<file path="src/rtl/noise_multichannel_filler.sv">
// Writes num_ch square pseudo-random noise maps back-to-back into a BRAM region.
// Each word packs LANES samples, one per independent 32-bit Galois LFSR.
module noise_multichannel_filler #(
    parameter int DATA_WIDTH   = 64,
    parameter int SAMPLE_WIDTH = 16,
    parameter int LANES        = 4,
    parameter int ADDR_WIDTH   = 14,
    parameter int CH_WIDTH     = 4
) (
    input  logic                  clk,
    input  logic                  rst,
    input  logic                  start,
    input  logic [2:0]            size,
    input  logic [CH_WIDTH-1:0]   num_ch,
    input  logic [ADDR_WIDTH-1:0] base_addr,
    input  logic [31:0]           seed,
    input  logic                  mode,
    input  logic                  abort,
    input  logic                  bram_ready,
    output logic [ADDR_WIDTH-1:0] bram_addr,
    output logic [DATA_WIDTH-1:0] bram_wdata,
    output logic                  bram_we,
    output logic                  busy,
    output logic                  done,
    output logic                  err
);
    localparam int SW         = SAMPLE_WIDTH;
    localparam int LANE_SHIFT = (LANES == 4) ? 2 : (LANES == 2) ? 1 : 0;
    localparam int T_W        = CH_WIDTH + 17;
    localparam logic [T_W-1:0] MAX_T = T_W'(1) << ADDR_WIDTH;
    localparam logic [31:0]    TAPS  = 32'h80200003;

    typedef enum logic [1:0] {S_IDLE, S_LOAD, S_FILL, S_DONE} state_t;
    state_t r_state, w_state_next;

    logic [2:0]            r_size;
    logic [CH_WIDTH-1:0]   r_num_ch;
    logic [ADDR_WIDTH-1:0] r_base;
    logic [31:0]           r_seed;
    logic                  r_mode;
    logic [T_W-1:0]        r_total;
    logic [T_W-1:0]        r_idx;
    logic                  r_err;

    logic [4:0]            w_shamt;
    logic [16:0]           w_side_sq;
    logic [16:0]           w_wpc;
    logic [T_W-1:0]        w_total;
    logic                  w_reject;
    logic                  w_xfer;
    logic                  w_last;
    logic [DATA_WIDTH-1:0] w_wdata;

    // Map area is 2^(2*size+2) samples; full-width product so oversize jobs are caught.
    assign w_shamt   = {1'b0, r_size, 1'b0} + 5'd2;
    assign w_side_sq = 17'd1 << w_shamt;
    assign w_wpc     = w_side_sq >> LANE_SHIFT;
    assign w_total   = T_W'(r_num_ch) * T_W'(w_wpc);
    assign w_reject  = (w_total == '0) || (w_total > MAX_T);
    assign w_xfer    = (r_state == S_FILL) && bram_ready;
    assign w_last    = (r_idx == r_total - T_W'(1));

    always_ff @(posedge clk) begin
        if (rst) r_state <= S_IDLE;
        else     r_state <= w_state_next;
    end

    always_comb begin
        w_state_next = r_state;
        bram_we      = 1'b0;
        bram_addr    = '0;
        bram_wdata   = '0;
        busy         = 1'b0;
        done         = 1'b0;
        err          = 1'b0;
        case (r_state)
            S_IDLE: if (start) w_state_next = S_LOAD;
            S_LOAD: begin
                busy         = 1'b1;
                w_state_next = w_reject ? S_DONE : S_FILL;
            end
            S_FILL: begin
                busy       = 1'b1;
                bram_we    = 1'b1;
                bram_addr  = r_base + r_idx[ADDR_WIDTH-1:0];
                bram_wdata = w_wdata;
                // Abort wins over completion; the coinciding transfer still happens.
                if (abort)                w_state_next = S_IDLE;
                else if (w_xfer && w_last) w_state_next = S_DONE;
            end
            S_DONE: begin
                done         = 1'b1;
                err          = r_err;
                w_state_next = S_IDLE;
            end
            default: w_state_next = S_IDLE;
        endcase
    end

    always_ff @(posedge clk) begin
        if (rst) begin
            r_size   <= '0;
            r_num_ch <= '0;
            r_base   <= '0;
            r_seed   <= '0;
            r_mode   <= 1'b0;
            r_total  <= '0;
            r_idx    <= '0;
            r_err    <= 1'b0;
        end else begin
            if (r_state == S_IDLE && start) begin
                r_size   <= size;
                r_num_ch <= num_ch;
                r_base   <= base_addr;
                r_seed   <= seed;
                r_mode   <= mode;
            end
            if (r_state == S_LOAD) begin
                r_total <= w_total;
                r_idx   <= '0;
                r_err   <= w_reject;
            end else if (w_xfer) begin
                r_idx <= r_idx + T_W'(1);
            end
        end
    end

    genvar gi;
    generate
        for (gi = 0; gi < LANES; gi++) begin : g_lane
            localparam logic [31:0] LANE_KEY = 32'h9E3779B9 * 32'(gi);
            logic [31:0]          r_lfsr;
            logic [31:0]          w_seeded;
            logic signed [9:0]    w_bsum;
            logic signed [SW-1:0] w_gauss;
            logic [SW-1:0]        w_sample;

            assign w_seeded = r_seed ^ LANE_KEY;

            // Streams run on across channel boundaries; only LOAD reseeds.
            always_ff @(posedge clk) begin
                if (rst)
                    r_lfsr <= '0;
                else if (r_state == S_LOAD)
                    r_lfsr <= (w_seeded == 32'h0) ? 32'h1 : w_seeded;
                else if (w_xfer)
                    r_lfsr <= r_lfsr[0] ? ((r_lfsr >> 1) ^ TAPS) : (r_lfsr >> 1);
            end

            assign w_bsum   = 10'($signed(r_lfsr[7:0]))   + 10'($signed(r_lfsr[15:8]))
                            + 10'($signed(r_lfsr[23:16])) + 10'($signed(r_lfsr[31:24]));
            assign w_gauss  = SW'(w_bsum);
            assign w_sample = r_mode ? w_gauss : r_lfsr[SW-1:0];
            assign w_wdata[gi*SW +: SW] = w_sample;
        end
    endgenerate
endmodule

</file>
<file path="config.mk">
export PLATFORM = sky130hd
export DESIGN_NAME = noise_multichannel_filler
export DESIGN_NICKNAME = d
export VERILOG_FILES = /design/src/rtl/noise_multichannel_filler.sv
export SDC_FILE = /design/constraint.sdc
export NUM_CORES = 1
export LEC_CHECK = 0
export BUFFER_PORTS_ARGS = -buffer_cell sky130_fd_sc_hd__buf_2
export CAP_MARGIN = 20
export CORE_AREA = 2 2 166 168
export DETAILED_ROUTE_END_ITERATION = 10
export DIE_AREA = 0 0 168 170
export PLACE_DENSITY = 0.74
export SLEW_MARGIN = 5
export SYNTH_ARGS = -nofsm -noshare
export SYNTH_HDL_FRONTEND = slang
export SYNTH_SLANG_ARGS = --single-unit
</file>
<file path="constraint.sdc">
create_clock -name clk -period 4.2 [get_ports clk]
set_input_delay 0.84 -clock clk [delete_from_list [all_inputs] [get_ports clk]]
set_output_delay 0.84 -clock clk [all_outputs]
set_load 0.005 [all_outputs]
</file>
After elaboration in Yosys (flattened, before gate mapping)
Index checks and enable logic that the tools add are counted.
{ "totals": {"register_bits": 227, "latchBits": 0, "ram_bits": 0, "romBits": 0, "output_inout_bits": 82, "word_cells": 90, "n_memories": 0} }
{ "op_classes": {"addsub": 16, "multipliers": 1, "div": 0, "order_cmp": 1, "eq_ne": 6, "shift": 1, "muxes": 31, "bitwise_logic": 7, "reduce_logical": 14} }
{ "op_table": {"columns": ["op", "count"], "rows": [
  ["two-way mux 32 bit", 16],
  ["logical NOT 32 bit", 4],
  ["two-way mux 16 bit", 4],
  ["two-way mux 64 bit", 1],
  ["adder 10 x 8 -> 10 bit", 4],
  ["adder 9 x 8 -> 10 bit", 4],
  ["adder 8 x 8 -> 9 bit", 4],
  ["adder 21 x 1 -> 21 bit, second input constant", 1],
  ["equality test 21 bit", 1],
  ["logical NOT 21 bit", 1],
  ["subtractor 21 x 1 -> 21 bit, second input constant", 1],
  ["NOT 20 bit", 1],
  ["> comparator 19 x 15 -> 1 bit, second input constant", 1],
  ["multiplier 4 x 15 -> 19 bit", 1],
  ["NOT 19 bit", 1],
  ["NOT 18 bit", 1],
  ["<< shifter 1 x 5 -> 17 bit, first input constant", 1],
  ["NOT 3 -> 4 bit", 4],
  ["adder 14 bit", 1],
  ["two-way mux 14 bit", 1],
  ["one-hot mux 2 bit (4 select lines)", 1],
  ["two-way mux 2 bit", 3],
  ["adder 4 x 2 -> 5 bit, second input constant", 1],
  ["two-way mux 1 bit", 5],
  ["10 further kinds", 14]
]} }

Depth between registers and ports, before layout
{ "logic_depth": {"depth_word": 7, "mapped_depth": 16, "mapped_depth_nobuf": 14} }

Worst setup path before layout
OpenSTA, ideal clock, no wires.
{ "synth_path": {"path_type": "register -> output", "startpoint": "register g_lane[2].r_lfsr[1]", "endpoint": "output bram_wdata[41]", "arrival_time_ns": 3.459, "t_required_ns": 3.360, "slack_ns": -0.099, "path_stages_with_launch": 14, "path_buffers": 0, "cell_sequence": "dfxtp_1 > fa_1 > fa_1 > ha_1 > inv_1 > fa_1 > nor2b_1 > o21ai_0 > a21boi_0 > o21a_1 > nor2_1 > o211a_1 > a211oi_1 > o21a_1"} }
{ "synth_between": {"elab_chain_cells": 5} }
{ "synth_lines": {"columns": ["element", "line_no", "source"], "rows": [
  ["start: declaration", "132", "logic [31:0] r_lfsr;"],
  ["start signal: assignment", "145", "r_lfsr <= (w_seeded == 32'h0) ? 32'h1 : w_seeded;"],
  ["start signal: assignment", "147", "r_lfsr <= r_lfsr[0] ? ((r_lfsr >> 1) ^ TAPS) : (r_lfsr >> 1);"],
  ["adder 8 x 8 -> 9 bit", "150", "assign w_bsum = 10'($signed(r_lfsr[7:0])) + 10'($signed(r_lfsr[15:8]))"],
  ["adder 9 x 8 -> 10 bit", "151", "+ 10'($signed(r_lfsr[23:16])) + 10'($signed(r_lfsr[31:24]));"],
  ["adder 10 x 8 -> 10 bit", "151", null],
  ["two-way mux 16 bit", "153", "assign w_sample = r_mode ? w_gauss : r_lfsr[SW-1:0];"],
  ["two-way mux 64 bit", "76", "case (r_state)"],
  ["end: declaration", "21", "output logic [DATA_WIDTH-1:0] bram_wdata,"]
]} }
No other way between the ends.

Worst setup path in the final report
{ "layout_path": {"startpoint": "register g_lane[1].r_lfsr[17]", "endpoint": "output bram_wdata[19]"} }
{ "layout_between": {"elab_chain_cells": 4} }
{ "layout_lines": {"columns": ["element", "line_no"], "rows": [
  ["start: declaration", "132"],
  ["start signal: assignment", "145"],
  ["start signal: assignment", "147"],
  ["adder 9 x 8 -> 10 bit", "151"],
  ["adder 10 x 8 -> 10 bit", "151"],
  ["two-way mux 16 bit", "153"],
  ["two-way mux 64 bit", "76"]
]} }
No other way between the ends.

==> tab_implementation.tex <==
\begin{tabular}{lr}
\hline
Metric & Value \\
\hline
\multicolumn{2}{l}{\textbf{Worst setup path}} \\
\quad Critical Path Sink Type & output port \\
\quad Most common cell type on the critical path & sky130\_fd\_sc\_hd\_\_buf\_4 \\
\quad Critical Path Max Stage Delay & 550 ps \\
\quad Nature of the critical path startpoint & flip-flop \\
\quad Cell breakdown of the critical path & fa\_1 > fa\_1 > ha\_2 > inv\_2 > fa\_2 > nor2b\_4 > buf\_4 > buf\_4 > buf\_4 > buf\_4 > buf\_4 > buf\_4 > buf\_4 > buf\_4 > buf\_4 > buf\_4 > nor3\_2 > a21oi\_1 > nor2\_1 > buf\_2 \\
\quad Arrival time of the worst setup path & 3990 ps \\
\quad Top delay family on crit path & adder cells \\
\quad Total buffers and inverters traversed by the critical path & 12 \\
\quad CP required & 3360 ps \\
\quad Worst R2R End & r\_state[0]\$\_SDFFE\_PP0P\_ \\
\quad Maximum net fanout on the critical path & 2 \\
\quad Critical-path top delay cell & sky130\_fd\_sc\_hd\_\_fa\_1 \\
\quad Launching point of the worst reg2reg path & r\_size[1]\$\_SDFFE\_PP0P\_ \\
\quad Reg2reg path depth & 14 \\
\quad Worst-case register-to-register setup slack & 160 ps \\
\quad Type of the worst setup path & flip-flop to output port \\
\multicolumn{2}{l}{\textbf{Global routing}} \\
\quad Number of global-route vias before repair & 13300 \\
\quad Largest net degree at the start of global routing & 141 \\
\quad Initial antenna violation count & 0 \\
\quad First-pass GRT wire length & 70.2 mm \\
\quad Global-route congestion overflow total & 0 \\
\quad Global router's overall resource usage & 30.7\% \\
\multicolumn{2}{l}{\textbf{Synth}} \\
\quad Number of enable-type register cells in the synthesized netlist & 0 \\
\quad Synthesized instance count & 1802 \\
\quad Netlist cell types & 59 \\
\quad Synthesized netlist net count & 2010 \\
\quad Synth Warn \# & 0 \\
\quad Flip-flop and latch count after synthesis & 225 \\
\quad Async set-reset flop share out of synthesis & 0\% \\
\quad Cell Area, Synth & 14500 um\^{}2 \\
\quad Share of the yosys chip area belonging to registers & 31.0\% \\
\quad Average size of a mapped cell & 8.07 um\^{}2 \\
\quad Predominant post-synthesis flop cell & sky130\_fd\_sc\_hd\_\_dfxtp\_1 \\
\multicolumn{2}{l}{\textbf{Route}} \\
\quad Drt drc & 0 \\
\quad Number of iterations in the first detailed-routing pass & 6 \\
\quad Vias & 13900 \\
\quad Mean number of vias per cell & 6.01 \\
\quad First-iteration detailed-routing DRC count & 1193 \\
\quad DR WL/cell & 19.4 um \\
\quad Total routed wirelength & 45.0 mm \\
\quad Antenna Violating Nets Remaining & 0 \\
\multicolumn{2}{l}{\textbf{Final layout}} \\
\quad Number of cells in the finished layout apart from fillers & 2320 \\
\quad Final nets & 2169 \\
\quad Fraction of final layout cells with drive strength greater than 1 & 19.7\% \\
\quad FILL cells & 2215 \\
\quad Antenna cells & 0 \\
\quad Layout-stage area growth over the synthesis result & 19.7\% \\
\multicolumn{2}{l}{\textbf{Placed design}} \\
\quad Dpl cells & 2245 \\
\quad Number of buffers added on ports & 140 \\
\quad Global placement routability congestion & 0.926 \\
\quad Placed wire-length estimate & 31.7 mm \\
\multicolumn{2}{l}{\textbf{CTS}} \\
\quad Maximum count of clock buffers along a single path & 3 \\
\quad Clock insertion delay at the later pin of the skew report & 540 ps \\
\quad Post-cts hold buffer count & 0 \\
\quad H-tree depth & 1 \\
\quad Number of clock sinks & 225 \\
\quad Buffer type at the clock tree root & sky130\_fd\_sc\_hd\_\_clkbuf\_16 \\
\quad Clock transition at the registers of the reported paths & 60 ps \\
\quad Clock tree from TritonCTS & yes \\
\quad TritonCTS Buffers & 26 \\
\multicolumn{2}{l}{\textbf{Timing}} \\
\quad Worst slew margin & 29.5\% \\
\quad Final setup violating endpoints & 40 \\
\quad Top achievable clock speed & 207 MHz \\
\quad Slack of the critical path & -628 ps \\
\quad Final worst path period share & 115\% \\
\quad Setup repair after global routing missed its margin & yes \\
\quad Worst slack on hold paths & 463 ps \\
\quad Actual transition at the worst max-transition pin & 1060 ps \\
\quad Final Hold Vio Count & 0 \\
\quad Number of pins exceeding their max-slew limit in the final report & 0 \\
\quad Final worst clock skew & 13.6 ps \\
\quad Shortest period the worst path allows & 4830 ps \\
\multicolumn{2}{l}{\textbf{Min path}} \\
\quad Beginning of the worst hold path & r\_base[0]\$\_SDFFE\_PP0P\_ \\
\quad Path category of the worst min-delay check & flip-flop to flip-flop \\
\quad End of the worst hold path & r\_base[0]\$\_SDFFE\_PP0P\_ \\
\quad Hold Path Cell Cnt & 2 \\
\multicolumn{2}{l}{\textbf{Power and ir drop}} \\
\quad Overall power after layout & 13300 uW \\
\quad Power density of the placed cells & 762 nW/um\^{}2 \\
\quad Static leakage power & 0.00738 uW \\
\quad Maximum vdd drop & 0.000418 V \\
\multicolumn{2}{l}{\textbf{Floorplan}} \\
\quad Total I/O pin count & 141 \\
\quad Die footprint & 28600 um\^{}2 \\
\quad Die Width & 168 um \\
\quad Core Region & 26700 um\^{}2 \\
\quad Die height & 170 um \\
\quad Starting utilization of the core area & 54.6\% \\
\quad Standard-cell rows & 60 \\
\multicolumn{2}{l}{\textbf{Status}} \\
\quad Result of the run & finished, violations left \\
\quad Violations in the final reports & negative setup slack \\
\multicolumn{2}{l}{\textbf{Run}} \\
\quad Max Cap Violations & 0 \\
\hline
\end{tabular}
## Yosys cell counts, types with 32 or more instances
master / count / area share (%)
sky130_fd_sc_hd__xor2_1: 39 / 2.3
sky130_fd_sc_hd__dfxtp_1: 225 / 31
sky130_fd_sc_hd__ha_1: 74 / 6.4
sky130_fd_sc_hd__clkbuf_1: 90 / 2.3
sky130_fd_sc_hd__o21ai_0: 40 / 1.4
sky130_fd_sc_hd__o21a_1: 33 / 1.7
sky130_fd_sc_hd__nor2_1: 145 / 3.7
sky130_fd_sc_hd__fa_1: 75 / 10
sky130_fd_sc_hd__inv_1: 47 / 1.2
sky130_fd_sc_hd__mux2i_1: 33 / 2.3
sky130_fd_sc_hd__nand2_1: 396 / 10
sky130_fd_sc_hd__a21oi_1: 127 / 4.4
sky130_fd_sc_hd__xnor2_1: 60 / 3.6
sky130_fd_sc_hd__a211oi_1: 32 / 1.7
sky130_fd_sc_hd__a31oi_1: 103 / 4.4
## power breakdown
part           total [uW]  switching, uW  leakage [uW]  internal, uW
sequential           3440            734       0.00185          2710
combinational        7140           3930       0.00503          3210
clock                2690            924      0.000504          1770
## layout by cell type (no fill, tap or decap), types with 6 or more instances in the layout
master and n:
sky130_fd_sc_hd__a211oi_1 28, sky130_fd_sc_hd__a21o_1 26, sky130_fd_sc_hd__a21oi_1 117, sky130_fd_sc_hd__a21oi_2 10, sky130_fd_sc_hd__a31oi_1 103, sky130_fd_sc_hd__and2_1 14, sky130_fd_sc_hd__and3_1 19, sky130_fd_sc_hd__buf_2 139
sky130_fd_sc_hd__buf_4 96, sky130_fd_sc_hd__buf_6 6, sky130_fd_sc_hd__bufinv_16 9, sky130_fd_sc_hd__clkbuf_16 27, sky130_fd_sc_hd__dfxtp_1 205, sky130_fd_sc_hd__dfxtp_2 20, sky130_fd_sc_hd__fa_1 71, sky130_fd_sc_hd__ha_1 64
sky130_fd_sc_hd__inv_1 41, sky130_fd_sc_hd__mux2i_1 33, sky130_fd_sc_hd__nand2_1 394, sky130_fd_sc_hd__nand2b_1 10, sky130_fd_sc_hd__nand3_1 25, sky130_fd_sc_hd__nand4_1 13, sky130_fd_sc_hd__nor2_1 141, sky130_fd_sc_hd__nor2b_1 10
sky130_fd_sc_hd__nor3_1 26, sky130_fd_sc_hd__nor4_1 11, sky130_fd_sc_hd__o21a_1 33, sky130_fd_sc_hd__o21ai_0 27, sky130_fd_sc_hd__o21ai_2 10, sky130_fd_sc_hd__o21bai_1 22, sky130_fd_sc_hd__or2_2 7, sky130_fd_sc_hd__xnor2_1 54
sky130_fd_sc_hd__xnor2_2 6, sky130_fd_sc_hd__xor2_1 39
## kinds of logic after synthesis
family	synth area share [%]
and+or+nand+nor	21.5
AOI/OAI and AO/OA	18.4
DFF	31.0
buffers and inverters	4.15
adders and majority gates	16.7
xor gates and xnor gates	5.96
muxes	2.35
## worst reg2reg max path, stage by stage (launching register included)
cell and delay [ps]:
sky130_fd_sc_hd__dfxtp_2 410, sky130_fd_sc_hd__nand2b_1 240, sky130_fd_sc_hd__nor2_1 80, sky130_fd_sc_hd__ha_1 230, sky130_fd_sc_hd__fa_1 410, sky130_fd_sc_hd__ha_1 340
sky130_fd_sc_hd__a211oi_1 330, sky130_fd_sc_hd__a221oi_2 90, sky130_fd_sc_hd__a31oi_1 250, sky130_fd_sc_hd__o21a_1 230, sky130_fd_sc_hd__mux2_2 350, sky130_fd_sc_hd__or4_1 490
sky130_fd_sc_hd__o21ai_0 180, sky130_fd_sc_hd__buf_4 160, sky130_fd_sc_hd__a311oi_1 80
## state kept, by name (all words and copies together) (netlist names)
signal,count
g_lane.r_lfsr,128
g_lane.w_seeded,32
r_idx,21
r_total,19
r_base,14
r_num_ch,4
r_size,3
r_state,2
r_err,1
r_mode,1
## per-stage QoR
| step | area [um^2] | utilization, % | setup slack (ps) | TNS, ps |
|---|---|---|---|---|
| floorplan | 14600 | - | 73.9 | 0 |
| global placement | 15900 | 59.5 | -158 | -1950 |
| detailed placement | 15900 | 59.5 | -187 | -3880 |
| CTS | 17300 | 64.7 | -495 | -14760 |
| global route | 17400 | 65.3 | -726 | -22660 |
| finish | 17400 | 65.3 | -628 | -16220 |
## worst max-delay path by stage
| stage | startpoint | to | slack (ps) | cells after the start |
|---|---|---|---|---|
| floorplan | g_lane[2].r_lfsr[1]$_SDFFE_PP0P_ | bram_wdata[41] | 70 | 13 |
| finish | g_lane[1].r_lfsr[17]$_SDFFE_PP0P_ | bram_wdata[19] | -630 | 20 |
| CTS | g_lane[1].r_lfsr[17]$_SDFFE_PP0P_ | bram_wdata[26] | -500 | 15 |
| detailed placement | g_lane[1].r_lfsr[1]$_SDFFE_PP0P_ | bram_wdata[26] | -190 | 15 |
| global placement | g_lane[0].r_lfsr[1]$_SDFFE_PP0P_ | bram_wdata[15] | -160 | 15 |
| global route | g_lane[2].r_lfsr[17]$_SDFFE_PP0P_ | bram_wdata[47] | -730 | 15 |
## routing by layer
metal / vias up / wire, um / GRT usage (%) / share of wire [%]
li1: 6525 / - / - / -
met1: 6635 / 18400 / 40.0 / 41
met2: 639 / 21100 / 51.2 / 47
met3: 133 / 3580 / 4.49 / 8.0
met4: 0 / 1920 / 12.7 / 4.3
met5: - / 0 / 0 / 0
## area by class of cell
class | instances | area [um^2] | area share, %
flip-flops and latches | 225 | 4530 | 26.0
repair buffers | 242 | 1500 | 8.64
clock buffers | 32 | 724 | 4.16
well taps | 341 | 427 | 2.45
multi-input cells | 1419 | 9750 | 56.0
inverters | 47 | 179 | 1.03
clock inverters | 14 | 299 | 1.72
## timing repair
| action | in CTS | in global routing |
|---|---|---|
| setup buffers | 35 | 13 |
| setup endpoints to repair | 44 | 48 |
| pin swaps | 60 | 57 |
| resized for setup | 59 | 45 |
No activity file was read; power rests on OpenSTA's default activity.
